## config.mk

```make
export PLATFORM = sky130hd
export DESIGN_NAME = nibble_deserializer
export DESIGN_NICKNAME = d
export VERILOG_FILES = /design/src/rtl/nibble_deserializer.sv
export SDC_FILE = /design/constraint.sdc
export NUM_CORES = 1
export LEC_CHECK = 0
export ABC_AREA = 0
export CAP_MARGIN = 20
export CORE_AREA = 2 2 39 41
export DETAILED_ROUTE_END_ITERATION = 16
export DIE_AREA = 0 0 41 43
export PLACE_DENSITY = 0.82
export SLEW_MARGIN = 0
export SYNTH_ARGS = -nofsm -noshare
export SYNTH_HDL_FRONTEND = slang
export SYNTH_SLANG_ARGS = --single-unit
```

## constraint.sdc

```tcl
create_clock -name clk -period 1.7 [get_ports clk]
set_input_delay 0.34 -clock clk [delete_from_list [all_inputs] [get_ports clk]]
set_output_delay 0.34 -clock clk [all_outputs]
set_load 0.05 [all_outputs]
```

## src/rtl/nibble_deserializer.sv

```systemverilog
// nibble_deserializer
//
// Serial-to-parallel front end: assembles single-bit traffic into WIDTH-bit
// words for the downstream reduction stage. The design is double-buffered.
// While one word is held on m_data, the next word is shifted into sr.
// A valid/ready handshake is used on both sides.
//
// State table:
//   state | meaning
//   FILL  | shifting bits into sr; s_ready=1
//   FULL  | complete word parked in sr, output slot busy; s_ready=0
//
// Ports:
//   clk      - single clock, rising edge
//   rst_n    - asynchronous active-low reset
//   s_valid  - serial bit present
//   s_bit    - serial data bit
//   s_sync   - with an accepted bit, marks it as bit 0 of a new word
//   s_ready  - a bit can be accepted this cycle
//   m_valid  - m_data holds a complete word
//   m_data   - assembled word
//   m_ready  - downstream accepts the word
//   sync_err - one-cycle pulse: a partial word was discarded by s_sync

module nibble_deserializer #(
    parameter int WIDTH     = 4,
    parameter bit MSB_FIRST = 1'b1
) (
    input  logic             clk,
    input  logic             rst_n,
    input  logic             s_valid,
    input  logic             s_bit,
    input  logic             s_sync,
    output logic             s_ready,
    output logic             m_valid,
    output logic [WIDTH-1:0] m_data,
    input  logic             m_ready,
    output logic             sync_err
);

    localparam int CW = (WIDTH > 2) ? $clog2(WIDTH) : 1;
    localparam logic [CW-1:0] CNT_LAST = CW'(WIDTH - 1);

    typedef enum logic {
        FILL = 1'b0,
        FULL = 1'b1
    } state_t;

    state_t           state;
    state_t           state_nxt;
    logic [CW-1:0]    cnt;
    logic [WIDTH-1:0] sr;
    logic [WIDTH-1:0] sr_shift;

    logic accept;
    logic sync_hit;
    logic word_done;
    logic slot_free;
    logic load_fill;
    logic load_full;

    assign accept    = s_valid && s_ready;
    assign sync_hit  = accept && s_sync;
    // A sync on the last bit position starts a new word instead of completing one.
    assign word_done = accept && !s_sync && (cnt == CNT_LAST);
    assign slot_free = !m_valid || m_ready;
    assign load_fill = word_done && slot_free;
    assign load_full = (state == FULL) && slot_free;

    // Next shift-register contents. On sync the stale partial word is cleared
    // so only the new bit 0 remains.
    always_comb begin
        sr_shift = sr;
        if (MSB_FIRST) begin
            if (sync_hit)
                sr_shift = {{(WIDTH-1){1'b0}}, s_bit};
            else
                sr_shift = {sr[WIDTH-2:0], s_bit};
        end else begin
            if (sync_hit)
                sr_shift = {s_bit, {(WIDTH-1){1'b0}}};
            else
                sr_shift = {s_bit, sr[WIDTH-1:1]};
        end
    end

    always_ff @(posedge clk or negedge rst_n) begin
        if (!rst_n)
            state <= FILL;
        else
            state <= state_nxt;
    end

    always_comb begin
        state_nxt = state;
        s_ready   = 1'b0;
        case (state)
            FILL: begin
                s_ready = 1'b1;
                if (word_done && !slot_free)
                    state_nxt = FULL;
            end
            FULL: begin
                if (slot_free)
                    state_nxt = FILL;
            end
            default: state_nxt = FILL;
        endcase
    end

    always_ff @(posedge clk or negedge rst_n) begin
        if (!rst_n) begin
            cnt      <= '0;
            sr       <= '0;
            m_data   <= '0;
            m_valid  <= 1'b0;
            sync_err <= 1'b0;
        end else begin
            if (accept) begin
                sr <= sr_shift;
                if (sync_hit)
                    cnt <= CW'(1);
                else if (cnt == CNT_LAST)
                    cnt <= '0;
                else
                    cnt <= cnt + CW'(1);
            end

            // Completion with a free slot bypasses sr so there is no added latency.
            if (load_fill)
                m_data <= sr_shift;
            else if (load_full)
                m_data <= sr;

            if (load_fill || load_full)
                m_valid <= 1'b1;
            else if (m_ready)
                m_valid <= 1'b0;

            sync_err <= sync_hit && (cnt != '0);
        end
    end

endmodule

```

## Yosys cells after proc, flatten, opt, wreduce, memory -nomap -nowiden

Index checks and enable logic that the tools add are counted.

- Flip-flop bits (word level): 13
- Bits of input ports: 6
- Output and inout bits: 7
- Logic and storage cells: 36

- Add/subtract/negate cells: 1
- Eq/ne operators: 1
- Multiplexer cells: 11
- Bitwise gates (word level): 1
- Reductions and logical operators: 16

Operators by type and width:

| kind | number |
|---|---|
| 4-bit two-way mux | 3 |
| 1-bit logical AND | 8 |
| 2-bit nonzero test | 3 |
| 1-bit two-way mux | 5 |
| 2-bit two-way mux | 2 |
| 1-bit zero test | 3 |
| 2-bit by 1-bit adder with 2-bit output (second input constant) | 1 |
| 2-bit == test (second input constant) | 1 |
| 1-bit logical OR | 2 |
| 1-bit one-hot mux with 2 select lines | 1 |
| 1-bit inverter | 1 |

## Logic depth before layout (Yosys ltp)

Gate-level depths: netlist (run 1).

- Depth in word-level cells: 7
- Mapped depth: 4
- Gate-level depth less buffers: 4

## Worst setup path before layout (run 1)

No wires, ideal clock.

- Path type: reg2reg
- Start: register m_valid
- End: register m_data[3]
- Setup time: 0.123 ns
- Arrival: 1.249 ns
- Required time: 1.577 ns
- Slack: 0.328 ns
- Stages on the path, launching flop included: 4
- Path buffers: 0
- Period minus slack after synthesis: 1.372 ns
- Path through: dfrtp_1 -> nor2b_1 -> or3_1 -> o221a_2

- Cells in the longest elaborated chain, start to end: 4
- Elaborated cells on any way between the ends: 6
- Those cells by class: mux: 1; reduce/logical: 5

Ends and longest elaborated chain:

| item | RTL line | text |
|---|---|---|
| start: declaration | 35 | `output logic m_valid,` |
| start signal: assignment | 116 | `m_valid <= 1'b0;` |
| start signal: assignment | 136 | `m_valid <= 1'b1;` |
| start signal: assignment | 138 | `m_valid <= 1'b0;` |
| 1-bit zero test (*) | 66 | `assign slot_free = !m_valid \|\| m_ready;` |
| 1-bit logical OR (*) | 66 |  |
| 1-bit logical AND, on equally long branches | 67, 68 |  |
| 4-bit two-way mux / 2-bit nonzero test (equally long branches) | - |  |
| end signal: assignment | 131 | `m_data <= sr_shift;` |
| end signal: assignment | 133 | `m_data <= sr;` |
| end: declaration | 36 | `output logic [WIDTH-1:0] m_data,` |

Mark *: on every way between the ends. The rest lies on a longest branch, timed or not.
A chain may end at the register's enable or synchronous reset.

## Worst setup path in the final report (run 1)

- Start: register state
- End: output s_ready

- Cells in the longest elaborated chain, start to end: 1

Ends and longest elaborated chain:

| item | RTL line | text |
|---|---|---|
| start: declaration | 49 | `state_t state;` |
| start signal: assignment | 91 | `state <= state_nxt;` |
| 1-bit two-way mux | 97 | `case (state)` |
| end: declaration | 34 | `output logic s_ready,` |

Every way passes these cells.

==> summary by stage, run 1 <==
Outcome
The run finished with clean final reports.

Critical path
The worst register-to-register path has a depth of 4. The endpoint identified for the worst register-to-register timing path is m_data[3]. The worst setup path is launched from a flop. In this run the critical register-to-register path is launched from cnt[0].

The kind of end point of the critical path is an output pin. The arrival time reported for the critical path endpoint is between 0.9 and 1 ns. At the worst endpoint, the required time is ~1.4 ns. Of all nets on the critical path, the largest fanout is 4. The critical path in this run is classified as flop to output pin.

Setup slack on the worst reg-to-reg path comes out at roughly 0.40 ns.

Timing
Setup repair after global routing left no endpoint under its margin. The final count of negative-setup-slack endpoints is 0. The clock period minus worst slack is about 1.3 ns. The final count of pins violating max slew came to 0.

The clock skew is roughly 0.0024 ns. The final-layout setup total negative slack is 0 ns. The hold violation count in the final report is 0. The period utilization is 0.785.

Derived from the worst setup path, the maximum achievable clock frequency is 749 MHz. Headroom to the max-slew limit came out at 0.810. The pin slew with the least headroom to its limit is approximately 0.29 ns.

Routing
In the detailed route, the total length drawn on met2 is 521 µm. The total wire length is roughly 1100 µm. In the final routing, the length of wire on met1 measures ~470 µm. The detailed-route wire length per cell is between 10 and 15 µm. After detailed routing, the number of remaining DRC violations is 0. The total met3 wirelength after detailed routing is between 60 and 70 µm. After detailed routing, the number of vias per cell comes to 5.25.

After detailed routing, no signal wire sits above met4. The DRC marker count from the first detailed-route iteration is 10. The detail route stage leaves a number of antenna-violating nets equal to 0.

The via count is about 460. The number of iterations in the first detailed-routing pass is 4.

Global route
The pin count of the biggest net entering global routing is 14. The via count of the first global-routing pass is around 380. The first global-routing pass estimated around 1600 µm of wire. In the global route stage, overall resource usage came out at 0.148. The number of antenna violations at the first check in global routing is 0. The aggregate global routing overflow is 0.

CTS
The clock net in this run drives a total of 13 sinks. TritonCTS built the clock tree. The post-cts gate resize count is 0.

The CTS buffer count is 3. Once the clock tree was built, the setup fixing pass inserted 0 buffers. The clock transition at the registers of the reported paths is roughly 0.080 ns.

In this run the clock root is driven by a sky130_fd_sc_hd__clkbuf_4. The largest buffer count on any clock path is 2. The quantity of hold-fixing buffers added after cts is 0. The maximum level of the CTS H-tree is 1. The later pin in the worst-skew pair is clocked with a latency of 0.28 ns.

Yosys
The number of unique standard cell types used by synthesis is 18. The share of the Yosys chip area taken by registers is 0.557. The mapped netlist covers between 500 and 600 µm². The Yosys step of the flow raised 0 warnings. Averaged over all synthesized cells, the footprint is ~11 µm².

Counting every net in the synthesized netlist gives 63. After synthesis the netlist holds a flip-flop and latch count of 13. Synthesis produced 55 cells.

Flow run
The max-cap check violation count is 0.

Pwr
The part of the total power dissipated in sequential elements is 0.416. In this run the power density over the cells is ~1300 nW/µm². The internal power of the cells is 0.610 mW. Of the total power, the share spent switching nets is 0.395. Summed over all nets, the switching power comes to 0.398 mW. The share of total power dissipated in combinational logic is 0.394. IR analysis of the VDD net gives a maximum drop of between 0.6 and 0.7 mV. For this design the static power due to leakage is around 0.34 nW. The clock network fraction of design power is 0.189.

Placed design
The half-perimeter wire length after placement is about 800 µm. The count of input and output buffers is 12. At the end of routability-driven placement, the weighted congestion stood at around 0.76.

Worst hold path
The min-delay analysis places its worst path in the category input pin to async pin.

Finish
The net count reported at finish is between 80 and 90. The filler cells instantiated in the layout total roughly 120. The utilization after layout is 0.546.

In the final layout, the share of cells above drive strength 1 is 0.250. The total inserted antenna cells is 0. The commonest non-fill, non-tap cell in the layout is sky130_fd_sc_hd__dfrtp_1. The library cells used most frequently in the layout, excluding fill and tap cells, are sky130_fd_sc_hd__dfrtp_1 (13), sky130_fd_sc_hd__nand2_1 (10), sky130_fd_sc_hd__buf_4 (8), sky130_fd_sc_hd__clkdlybuf4s50_1 (5).

The growth of design area from synthesis to finish is 29.3%.

Floorplan
In this run the horizontal extent of the chip is 41 µm. 13 I/O pins were placed. The die covers around 1800 µm². The number of standard-cell rows in the floorplan is 14. The initial utilization of the core area, before any placement, comes to 0.422. The die is 43 µm tall. The core region is ~1400 µm².
==> worst max-delay path, stage by stage, from the launching register on <==
cell and delay (ns):
sky130_fd_sc_hd__dfrtp_1 0.42, sky130_fd_sc_hd__inv_1 0.15, sky130_fd_sc_hd__buf_12 0.15
==> how the worst max path moves through the flow <==
stage | start | end | slack [ns] | depth (start not counted)
detailed placement | s_sync | m_data[3] | 0.08 | 4
finish | state | s_ready | 0.37 | 2
global placement | s_sync | m_data[2] | 0.11 | 4
global route | s_sync | m_data[3] | 0.31 | 4
CTS | state | s_ready | 0.37 | 2
floorplan | m_valid | m_data[3] | 0.33 | 3
==> flip-flops by register name, indices dropped and copies added (netlist names) <==
signal    flops
cnt           2
m_data        4
m_valid       1
sr            4
state         1
sync_err      1
==> cell type report <==
type	count	area [µm²]	share of cell area
repair buffers	14	130	0.172
flip-flops and latches	13	325	0.430
multi-input cells	37	239	0.316
clock buffers	4	26.3	0.0348
well taps	16	20.0	0.0265
inverters	4	15.0	0.0199
==> stage by stage <==
stage	cells	setup WS (ns)	power, mW	hold WS, ns	instance area (µm²)
6_report	88	0.365	1.01	0.362	756
5_1_grt	88	0.305	1.05	0.385	756
2_1_floorplan	55	0.328	0.693	0.0444	584
4_1_cts	88	0.372	1.02	0.370	756
3_5_place_dp	84	0.0812	0.827	0.492	729
3_3_place_gp	84	0.110	0.817	0.477	729
==> cell usage after synthesis <==
library cell | count | area (µm²)
sky130_fd_sc_hd__a21oi_1 | 1 | 5.00
sky130_fd_sc_hd__buf_2 | 1 | 5.00
sky130_fd_sc_hd__o21ai_0 | 4 | 20.0
sky130_fd_sc_hd__ha_1 | 2 | 25.0
sky130_fd_sc_hd__nand3b_1 | 1 | 7.51
sky130_fd_sc_hd__a21oi_2 | 1 | 8.76
sky130_fd_sc_hd__mux2_2 | 1 | 11.3
sky130_fd_sc_hd__nand4bb_1 | 1 | 11.3
sky130_fd_sc_hd__nor3_1 | 2 | 10.0
sky130_fd_sc_hd__nor2b_1 | 1 | 6.26
sky130_fd_sc_hd__or3_1 | 4 | 25.0
sky130_fd_sc_hd__o221a_2 | 4 | 45.0
sky130_fd_sc_hd__nand2_1 | 10 | 37.5
sky130_fd_sc_hd__dfrtp_1 | 13 | 325
sky130_fd_sc_hd__nor2_1 | 2 | 7.51
sky130_fd_sc_hd__and2_1 | 1 | 6.26
sky130_fd_sc_hd__nand2b_1 | 2 | 12.5
sky130_fd_sc_hd__inv_1 | 4 | 15.0
==> logic make-up (layout without fill, tap and decap cells) <==
logic type,Yosys count,in the layout,synth area share
AOI/OAI and AO/OA,10,10,0.135
DFF,13,13,0.557
adders and majority gates,2,2,0.0428
buffers and inverters,5,22,0.0342
and+or+nand+nor,24,24,0.212
muxes,1,1,0.0193
==> layer usage <==
metal,track usage,vias to the layer above
met3,0.0314,5
met5,0,-
met2,0.213,15
li1,-,225
met1,0.180,217
met4,0.120,0
==> power groups by stage <==
stage | clock (mW) | sequential, mW | combinational (mW)
after floorplan | 0 | 0.598 | 0.0950
after global placement | 0 | 0.423 | 0.394
after detailed placement | 0 | 0.427 | 0.400
after CTS | 0.195 | 0.420 | 0.402
after global routing | 0.204 | 0.427 | 0.420
final | 0.191 | 0.420 | 0.398
No activity file was read; power rests on OpenSTA's default activity.
==> run 2: changes to the inputs <==
==> constraint.sdc (replaced) <==
create_clock -name clk -period 1.3 [get_ports clk]
set_input_delay 0.26 -clock clk [delete_from_list [all_inputs] [get_ports clk]]
set_output_delay 0.26 -clock clk [all_outputs]
set_load 0.05 [all_outputs]
==> summary by stage, run 2 (synthesized netlist as in run 1, its figures left out) <==
Pwr
The share of total power in combinational logic is 0.453. The clock network fraction of design power is 0.165. Summed over all nets, the switching power comes to between 0.5 and 0.6 mW. The power per cell area is about 1800 nW/µm².

The leakage power is about 0.38 nW. The internal power of the cells is roughly 0.97 mW. The post-layout total power is 1.54 mW. Of the total power, registers draw 0.382. The worst-case IR drop observed on VDD is 0.820 mV. Of the total power, the share spent switching nets is 0.370.

CTS
The number of buffers inserted by post-CTS setup repair is 0. The CTS buffer count is 3. The clock transition at the registers of the reported paths is ~0.08 ns.

For this design, the sink count on the clock tree is 13. The CTS tree is done. Once the clock tree was built, the resizer swapped 0 gates to a different size. The clock tree root buffer cell is sky130_fd_sc_hd__clkbuf_4. In this run the number of H-tree levels came out at 1. In this run the deepest clock path goes through 2 buffers. The number of hold buffers added after CTS was 0. The later pin in the worst-skew pair is clocked with a latency of between 0.2 and 0.3 ns.

Outcome
The flow ran to the end, and the final reports show no timing, DRC or antenna violations.

Timing
The final-layout setup total negative slack is 0 ns. Setup violations remaining at the end of the flow were counted as 0. The peak clock frequency supported by timing is 787 MHz. The period utilization is 0.977. Between clock sinks in the finished design, the worst skew comes to about 0.00076 ns. At the pin with the least slew margin, the transition time is between 0.2 and 0.3 ns. The worst path meets setup with around 0.03 ns of slack. The worst path in the final design needs a cycle of roughly 1.3 ns, including I/O delays and setup. The post-route worst hold slack is roughly 0.28 ns. Setup repair after global routing could not meet its margin everywhere. The hold violation count in the final report is 0. The worst-case headroom to the max-slew limit is 0.813. The final count of pins violating max slew is 0.

Finish
In the final layout, the registers with the most flip-flops are m_data x4, sr x4, cnt x2. The growth of design area from synthesis to finish is 46.9%. In the final layout, the share of cells above drive strength 1 is 0.320. The finished layout holds 91 standard cells, fillers aside. The top cell types in the final layout, fill and taps aside, are sky130_fd_sc_hd__dfrtp_1 (12), sky130_fd_sc_hd__nand2_1 (10), sky130_fd_sc_hd__buf_12 (7), sky130_fd_sc_hd__clkdlybuf4s50_1 (5), sky130_fd_sc_hd__buf_4 (5). The total non-filler cell area in the finished layout is 858 µm². Measured on the finished design, the core utilization comes to 0.620. The net count reported at finish is 84. The fill cell total of the finished layout is 109.

The library cell used most frequently in the layout, excluding fill and tap cells, is sky130_fd_sc_hd__dfrtp_1. The number of antenna diodes in the final layout is 0.

Placed design
The placed standard-cell area is slightly above 800 µm². The post-placement worst setup slack is -0.182 ns. The number of placed cells counting well taps is 87. The congestion estimate from routability-driven global placement came to 0.796. Detailed placement ended at an HPWL of between 800 and 900 µm. Buffers placed on the I/O ports in this run total 12.

Floorplan
In this run the count of I/O pins placed on the die edge is 13. The floorplan step defined a die boundary enclosing 1760 µm². The starting density of the core is 0.422.

In this run the core area contains 14 standard-cell rows. In this run the horizontal extent of the chip is a little over 40 µm. From bottom edge to top edge, the die measures ~43 µm.

In this run the standard cell core region covers 1380 µm².

Global route
The wire length of the first global-routing pass is 1880 µm. The number of antenna violations at the first check in global routing is 0. The pin count of the biggest net entering global routing is 14.

The via count of the first global-routing pass was 433. After global routing the overflow that remains totals 0. In the global route stage, overall resource usage came out at 0.169.

Routing
The number of iterations in the first detailed-routing pass is 4. The remaining design rule violation count is 0. The detail-routed via count per cell is between 4 and 5. The remaining number of nets flagged by the antenna check after routing is 0. Dividing the detail-routed wire length by the instance count gives about 12 µm. In this run, the number of DRC markers left after iteration 0 of detailed routing was 8. The via count is between 400 and 500. Summed over all layers, the routed wires come to 1090 µm.

Critical path
The worst setup path is captured at a flop. For the worst setup path, the data arrival time is 1.44 ns. The worst setup path is of the flop to flop kind. At the worst endpoint, the required time is about 1.5 ns. The worst setup path is launched from a flop.

Of all nets on the critical path, the largest fanout is 4.

Worst hold path
The path class of the tightest hold or removal check is input pin to async pin.

Flow run
The max-cap check violation count is 0.
## run 2: final timing paths
| kind | startpoint | end | slack, ns | cells past startpoint |
|---|---|---|---|---|
| min reg2reg | sr[3] | sr[3] | 0.51 | 2 |
| max in group asynchronous | rst_n | m_valid | 0.85 | 2 |
| max reg2reg | cnt[1] | m_data[1] | 0.03 | 4 |
| max | cnt[1] | m_data[1] | 0.03 | 4 |
| min in group clk | sr[3] | sr[3] | 0.51 | 2 |
| min | rst_n | m_data[2] | 0.28 | 2 |
## run 2: final cells by class
cell class,count,area [µm²],area share
inverters,4,15.0,0.0175
multi-input cells,37,241,0.281
flip-flops and latches,13,327,0.380
well taps,16,20.0,0.0233
clock buffers,3,22.5,0.0262
clock inverters,1,5.00,0.00583
repair buffers,17,228,0.265
## run 2: power by group through the flow
| stage | clock (mW) | combinational [mW] | sequential, mW |
|---|---|---|---|
| after CTS | 0.262 | 0.701 | 0.588 |
| after global routing | 0.277 | 0.735 | 0.596 |
| after floorplan | 0 | 0.124 | 0.783 |
| final | 0.253 | 0.696 | 0.588 |
| after detailed placement | 0 | 0.700 | 0.596 |
| after global placement | 0 | 0.690 | 0.590 |
## run 2: layer usage
layer  track usage  up-vias  part of all wire
met5             0        -                 0
met4         0.100        0             0.022
met3        0.0785        4             0.055
met2         0.219       14              0.48
met1         0.222      205              0.44
li1              -      229                 -
## run 2: worst max-delay path: stages (launching register included)
cell                        delay [ns]
sky130_fd_sc_hd__dfrtp_1          0.37
sky130_fd_sc_hd__ha_2             0.20
sky130_fd_sc_hd__nand4bb_1        0.14
sky130_fd_sc_hd__or3_1            0.33
sky130_fd_sc_hd__o221a_2          0.13
==> run 3: changes to the inputs <==
--- a/config.mk
+++ b/config.mk
@@ -10,7 +10,8 @@
 export CORE_AREA = 2 2 39 41
 export DETAILED_ROUTE_END_ITERATION = 16
 export DIE_AREA = 0 0 41 43
-export PLACE_DENSITY = 0.82
+export GPL_TIMING_DRIVEN = 0
+export PLACE_DENSITY = 0.71
 export SLEW_MARGIN = 0
 export SYNTH_ARGS = -nofsm -noshare
 export SYNTH_HDL_FRONTEND = slang
==> summary by stage, run 3 (synthesized netlist as in run 1, its figures left out) <==
Outcome
The run finished with clean final reports.

Routing
The DRC marker count from the first detailed-route iteration is 7. After detailed routing, the wire length on met1 is 464 µm. The total wire length is ~970 µm. The detail-routed via count per cell is about 5. Across all layers, the routed design uses 453 vias. The remaining design rule violation count is 0. After detailed routing, the average wire length per cell comes to ~11 µm. The detailed-routed wire length on met2 is between 400 and 500 µm. The highest metal layer carrying signal wires in the routed design is met4.

The remaining number of nets flagged by the antenna check after routing is 0. The first TritonRoute pass finished after 3 iterations. The total met3 wirelength after detailed routing is roughly 45 µm.

Floorplan
The region available for standard cell placement spans approximately 1400 µm². In this run the vertical extent of the chip is 43 µm. For this design the top-level I/O count stands at 13. The full die area is ~1800 µm². The overall die width is 41 µm. The starting density of the core is 0.422. In this run the core area contains 14 standard-cell rows.

Placed design
Timing analysis after detailed placement gives a worst setup slack of -0.249 ns. During placement, the flow inserted port buffers numbering 12. At the end of routability-driven placement, the weighted congestion stood at about 0.67. The HPWL after detailed placement is approximately 730 µm.

Pwr
Power spread over the standard cell area amounts to between 1500 and 2000 nW/µm². The share of total power dissipated in combinational logic is 0.394. After layout, the design draws a total of approximately 1.3 mW.

The clock network fraction of design power is 0.186. The worst ir drop on vdd is slightly above 0.7 mV. Summed over all nets, the switching power comes to 0.505 mW. In this run the static leakage power is approximately 0.33 nW.

The switching power share of the total is 0.390. The internal power of the cells totals roughly 0.79 mW. The share of total power dissipated in sequential elements is 0.420.

Critical path
The arrival time reported for the critical path endpoint is 1.44 ns. The largest fanout on the critical path is 4. Tracing the worst setup path back leads to its startpoint at cnt[0]. For flop-to-flop paths, the worst setup slack is 0.02 ns.

The category of the worst setup path launch point is a flop. The kind of end point of the critical path is a flop. The most critical setup path has its endpoint at m_data[1]. In this run the critical register-to-register path is captured at m_data[1]. The depth of the worst register-to-register path is 4. By startpoint and endpoint, the worst setup path is classified as flop to flop.

The worst flop-to-flop path startpoint is cnt[0]. The data required time at the worst endpoint is between 1 and 1.5 ns.

Timing
Setup slack on the critical path of the routed design comes to between 0.015 and 0.02 ns. The final-layout setup total negative slack is 0 ns. The post-route worst hold slack is ~0.35 ns. The hold violation count in the final report is 0. The pin slew with the least headroom to its limit is around 0.57 ns. Dividing the final minimum period by the clock period gives 0.985. The final count of negative-setup-slack endpoints is 0. Setup repair after global routing could not meet its margin everywhere. The clock period minus worst slack is about 1.3 ns. For this run, the top clock speed supported by timing is 781 MHz.

The final count of pins violating max slew came to 0. Clock skew on the completed layout was measured at between 0.003 and 0.004 ns. The worst pin sits at a relative slew slack of 0.621.

Finish
The repair_antennas step left the layout with diodes totalling 0. The utilization after layout is 0.548. The commonest non-fill, non-tap cell in the layout is sky130_fd_sc_hd__dfrtp_1. The growth of design area from synthesis to finish is 29.8%.

Leaving out fill and tap cells, the most frequent cells in the layout are sky130_fd_sc_hd__dfrtp_1 (12), sky130_fd_sc_hd__nand2_1 (10), sky130_fd_sc_hd__clkdlybuf4s50_1 (5). The largest registers in the layout are m_data x4, sr x4, cnt x2. The net count reported at finish is 82. The fraction of final layout cells sized beyond drive strength 1 is 0.274.

CTS
After clock tree synthesis, the clock-pin slew on the worst setup and hold paths is roughly 0.070 ns. Hold repair after CTS inserted 0 buffers. The clock latency at the later pin of the worst-skew pair is 0.27 ns. The tree built by TritonCTS fans out to 13 sinks. TritonCTS built the clock tree. The clock tree root buffer cell is sky130_fd_sc_hd__clkbuf_4.

The largest buffer count on any clock path is 2. CTS built an H-tree with a depth of 1. The CTS buffer count is 3.

Flow run
The max-cap check violation count is 0.

Global route
Entering global routing, the biggest net connects 14 pins. The wire length of the first global-routing pass is 1550 µm. The via count of the first global-routing pass is between 300 and 400. After global routing the overflow that remains totals 0. The number of antenna violations at the first check in global routing is 0. The combined global-route utilization of all metal layers is 0.135.

Worst hold path
The kind of path behind the tightest hold check is input pin to async pin.
[run 3: cell type report]
cell class	count	area, µm²
plain buffers	1	5.00
repair buffers	14	126
fillers	136	626
inverters	4	15.0
multi-input cells	37	239
well taps	16	20.0
flip-flops and latches	13	327
clock buffers	4	26.3
[run 3: worst min-delay path by stage]
stage | start | endpoint | slack, ns | cells past startpoint
after floorplan | rst_n | cnt[0] | -0.04 | 0
after global placement | sr[3] | sr[3] | 0.48 | 2
after detailed placement | sr[3] | sr[3] | 0.49 | 2
after CTS | rst_n | sr[2] | 0.37 | 1
after global routing | rst_n | m_data[2] | 0.40 | 1
final | rst_n | sr[3] | 0.35 | 1
[run 3: metal layers]
layer,track usage,vias to the layer above
li1,-,227
met1,0.190,212
met2,0.172,10
met3,0.0314,4
met4,0.100,0
met5,0,-
[run 3: repair_timing]
action                     in CTS  in global routing
setup endpoints to repair       7                  7
setup buffers                   0                  2
pin swaps                       0                  1
resized for setup              24                  5
[run 3: critical path, cell delays in order, from the launching register on]
cell and delay (ns):
sky130_fd_sc_hd__dfrtp_1 0.37, sky130_fd_sc_hd__ha_1 0.20, sky130_fd_sc_hd__nand4bb_1 0.15, sky130_fd_sc_hd__or3_1 0.33
sky130_fd_sc_hd__o221a_2 0.13
[run 3: metrics by stage]
| stage | area, µm² | instances |
|---|---|---|
| 2_1_floorplan | 586 | 55 |
| 3_3_place_gp | 726 | 83 |
| 3_5_place_dp | 726 | 83 |
| 4_1_cts | 757 | 87 |
| 5_1_grt | 758 | 89 |
| 6_report | 758 | 89 |
[run 3: power by group through the flow]
stage | Clock, mW | Combinational, mW | Sequential (mW)
floorplan | 0 | 0.124 | 0.783
finish | 0.242 | 0.511 | 0.544
detailed placement | 0 | 0.539 | 0.557
global route | 0.279 | 0.544 | 0.558
global placement | 0 | 0.535 | 0.553
CTS | 0.256 | 0.520 | 0.549
==> variant, RTL diff (flow settings as in run 2) <==
Change the parameter `MSB_FIRST` from 1'b1 to 1'b0.
--- a/src/rtl/nibble_deserializer.sv
+++ b/src/rtl/nibble_deserializer.sv
@@ -24,7 +24,7 @@
 
 module nibble_deserializer #(
     parameter int WIDTH     = 4,
-    parameter bit MSB_FIRST = 1'b1
+    parameter bit MSB_FIRST = 1'b0
 ) (
     input  logic             clk,
     input  logic             rst_n,
Function: changed (Yosys sat finds a counterexample within 10 cycles, from zero or initial values and one cycle with rst_n low).
==> variant against run 2 <==
- the run now ends with negative setup slack left
- largest power group unchanged
- sequential share of layout area fell by 5.0 points
- count of clock-buffer cells in the layout is 1 higher
- routed wire length is 48% higher
- total power is 8.3% lower
- setup slack worse by 0.26 ns
- clock power increased by 3%
- synthesized area is 6.0% higher
- sequential cell count did not move
- highest routed layer unchanged
- design area up 15%
==> variant: results (changes against run 2) <==
run_status:
  status: "finished, violations left"
  violations: "negative setup slack"
timing:
  setup-tns-final_ns: -0.7233  # -0.7233 ns
  skew_ns: 0.0006325  # -0.0001245 ns
  worst_slack_ns: -0.2318  # -0.2618 ns
  worstMarginPinSlew_ns: 0.2494  # -0.02989 ns
  setup_violations: 4  # +4
layout:
  nMultiInputCombCells: 36  # -2.7%
  final_cells: 99  # +8.8%
  clk_share: 0.02662  # -0.005454
  multiInputGateArea_um2: 297.8  # +23%
  drive_above_1_share: 0.4458  # +0.1258
  clkbuf_count: 4  # +1
  buffers_excl_clock: 26  # +9
  seq_cell_count: 13  # unchanged
  antenna_cells: 0  # unchanged
  final_net_count: 92  # +9.5%
  buffer_area_frac: 0.3029  # +0.03761
  n_fill_cell: 93  # -15%
detailed_routing:
  wl_per_cell_um: 16.32  # +36%
  drtIter0Drc: 19  # +11
  via_per_inst: 5.596  # +13%
yosys:
  synth.net_count: 62  # -1.6%
  synthMuxAreaShare: 0.1091  # +0.08982
  ys.flop_type: "dfrtp_1"
  yosysUniqueCellTypes: 22  # +4
  avgSynthCellArea_um2: 11.47  # +8.0%
  synth_compound_area_frac: 0.1152  # -0.01975
  synth_warnings: 0  # unchanged
  synth_area_leaders: "dfrtp_1 (53%), mux2_4 (7.3%), nand2b_1 (5.1%)"
  synth-adder-area-share: 0.04040  # -0.002423
  synth_common_cells: "dfrtp_1 (13), nand2_1 (5), nand2b_1 (5)"
  seq_area_frac_synth: 0.5253  # -0.03149
clock_network:
  cts_buffers: 3  # unchanged
  clk_path_buf_depth: 2  # unchanged
  cts_resized: 3  # +3
  hold_buffers: 0  # unchanged
  cts-root-buf: "clkbuf_4"
  post_cts_buffers: 1  # +1
worst_setup_path:
  arrival_ns: 1.70  # +0.26 ns
grt:
  met3_usage: 0.04712  # -0.03141
  grt_use_met1: 0.2349  # +0.01306
  grt_pass1_wl_um: 2428  # +29%
  use_met2: 0.3156  # +0.09687
  grt_pass1_vias: 552  # +27%
  grt_use_total: 0.2167  # +0.04797
placement:
  hpwlAfterDp_um: 1067  # +27%
  dp.cells: 93  # +6.9%
  port_buffers: 12  # unchanged
  gp_congestion: 0.7527  # -5.4%
  post-place-ws_ns: -0.4301  # -0.2485 ns
power_and_ir_drop:
  ir_drop_mv: 1.273  # +55%
  leakage_nw: 0.4569  # +20%
[variant: power by group]
part,internal (mW),switching [mW],total [mW],leakage [nW]
clock,0.119,0.141,0.260,0.0150
combinational,0.321,0.281,0.601,0.278
sequential,0.473,0.0741,0.547,0.164
[variant: routing by layer]
metal | part of all wire | vias up
met5 | 0 | -
met4 | 0.057 | 0
met3 | 0.059 | 11
met2 | 0.51 | 23
met1 | 0.37 | 275
li1 | - | 245
[variant: final timing paths]
check / startpoint / to / slack, ns / depth (start not counted)
min in group clk: sr[2]$_DFFE_PN0N_ / sr[2]$_DFFE_PN0N_ / 0.53 / 2
worst max-delay path: cnt[1]$_DFFE_PN0N_ / m_data[0]$_DFFE_PN0P_ / -0.23 / 4
worst min register to register: sr[2]$_DFFE_PN0N_ / sr[2]$_DFFE_PN0N_ / 0.53 / 2
worst max register to register: cnt[1]$_DFFE_PN0N_ / m_data[0]$_DFFE_PN0P_ / -0.23 / 4
worst min-delay path: rst_n / sync_err$_DFF_PN0_ / 0.29 / 2
max in group asynchronous: rst_n / m_valid$_DFFE_PN0P_ / 0.83 / 2
[variant: per-stage QoR]
step / hold slack (ns) / instance area [um2]
after global placement: 0.4862 / 923.4
after global routing: 0.3040 / 987.2
final: 0.2897 / 987.2
after detailed placement: 0.4863 / 923.4
after CTS: 0.2952 / 969.7
after floorplan: -0.03559 / 626.9
[variant: logic make-up (layout without fill, tap and decap cells)]
logic type,Yosys count,in the layout
DFF,13,13
adders and majority gates,2,2
and+or+nand+nor,19,19
AOI/OAI and AO/OA,10,10
muxes,5,5
buffers and inverters,5,34
[variant: critical path, cell delays in order (launching register included)]
cell and delay [ns]:
dfrtp_1 0.40, ha_4 0.17, and4bb_4 0.26, mux2_4 0.31
mux2_4 0.27
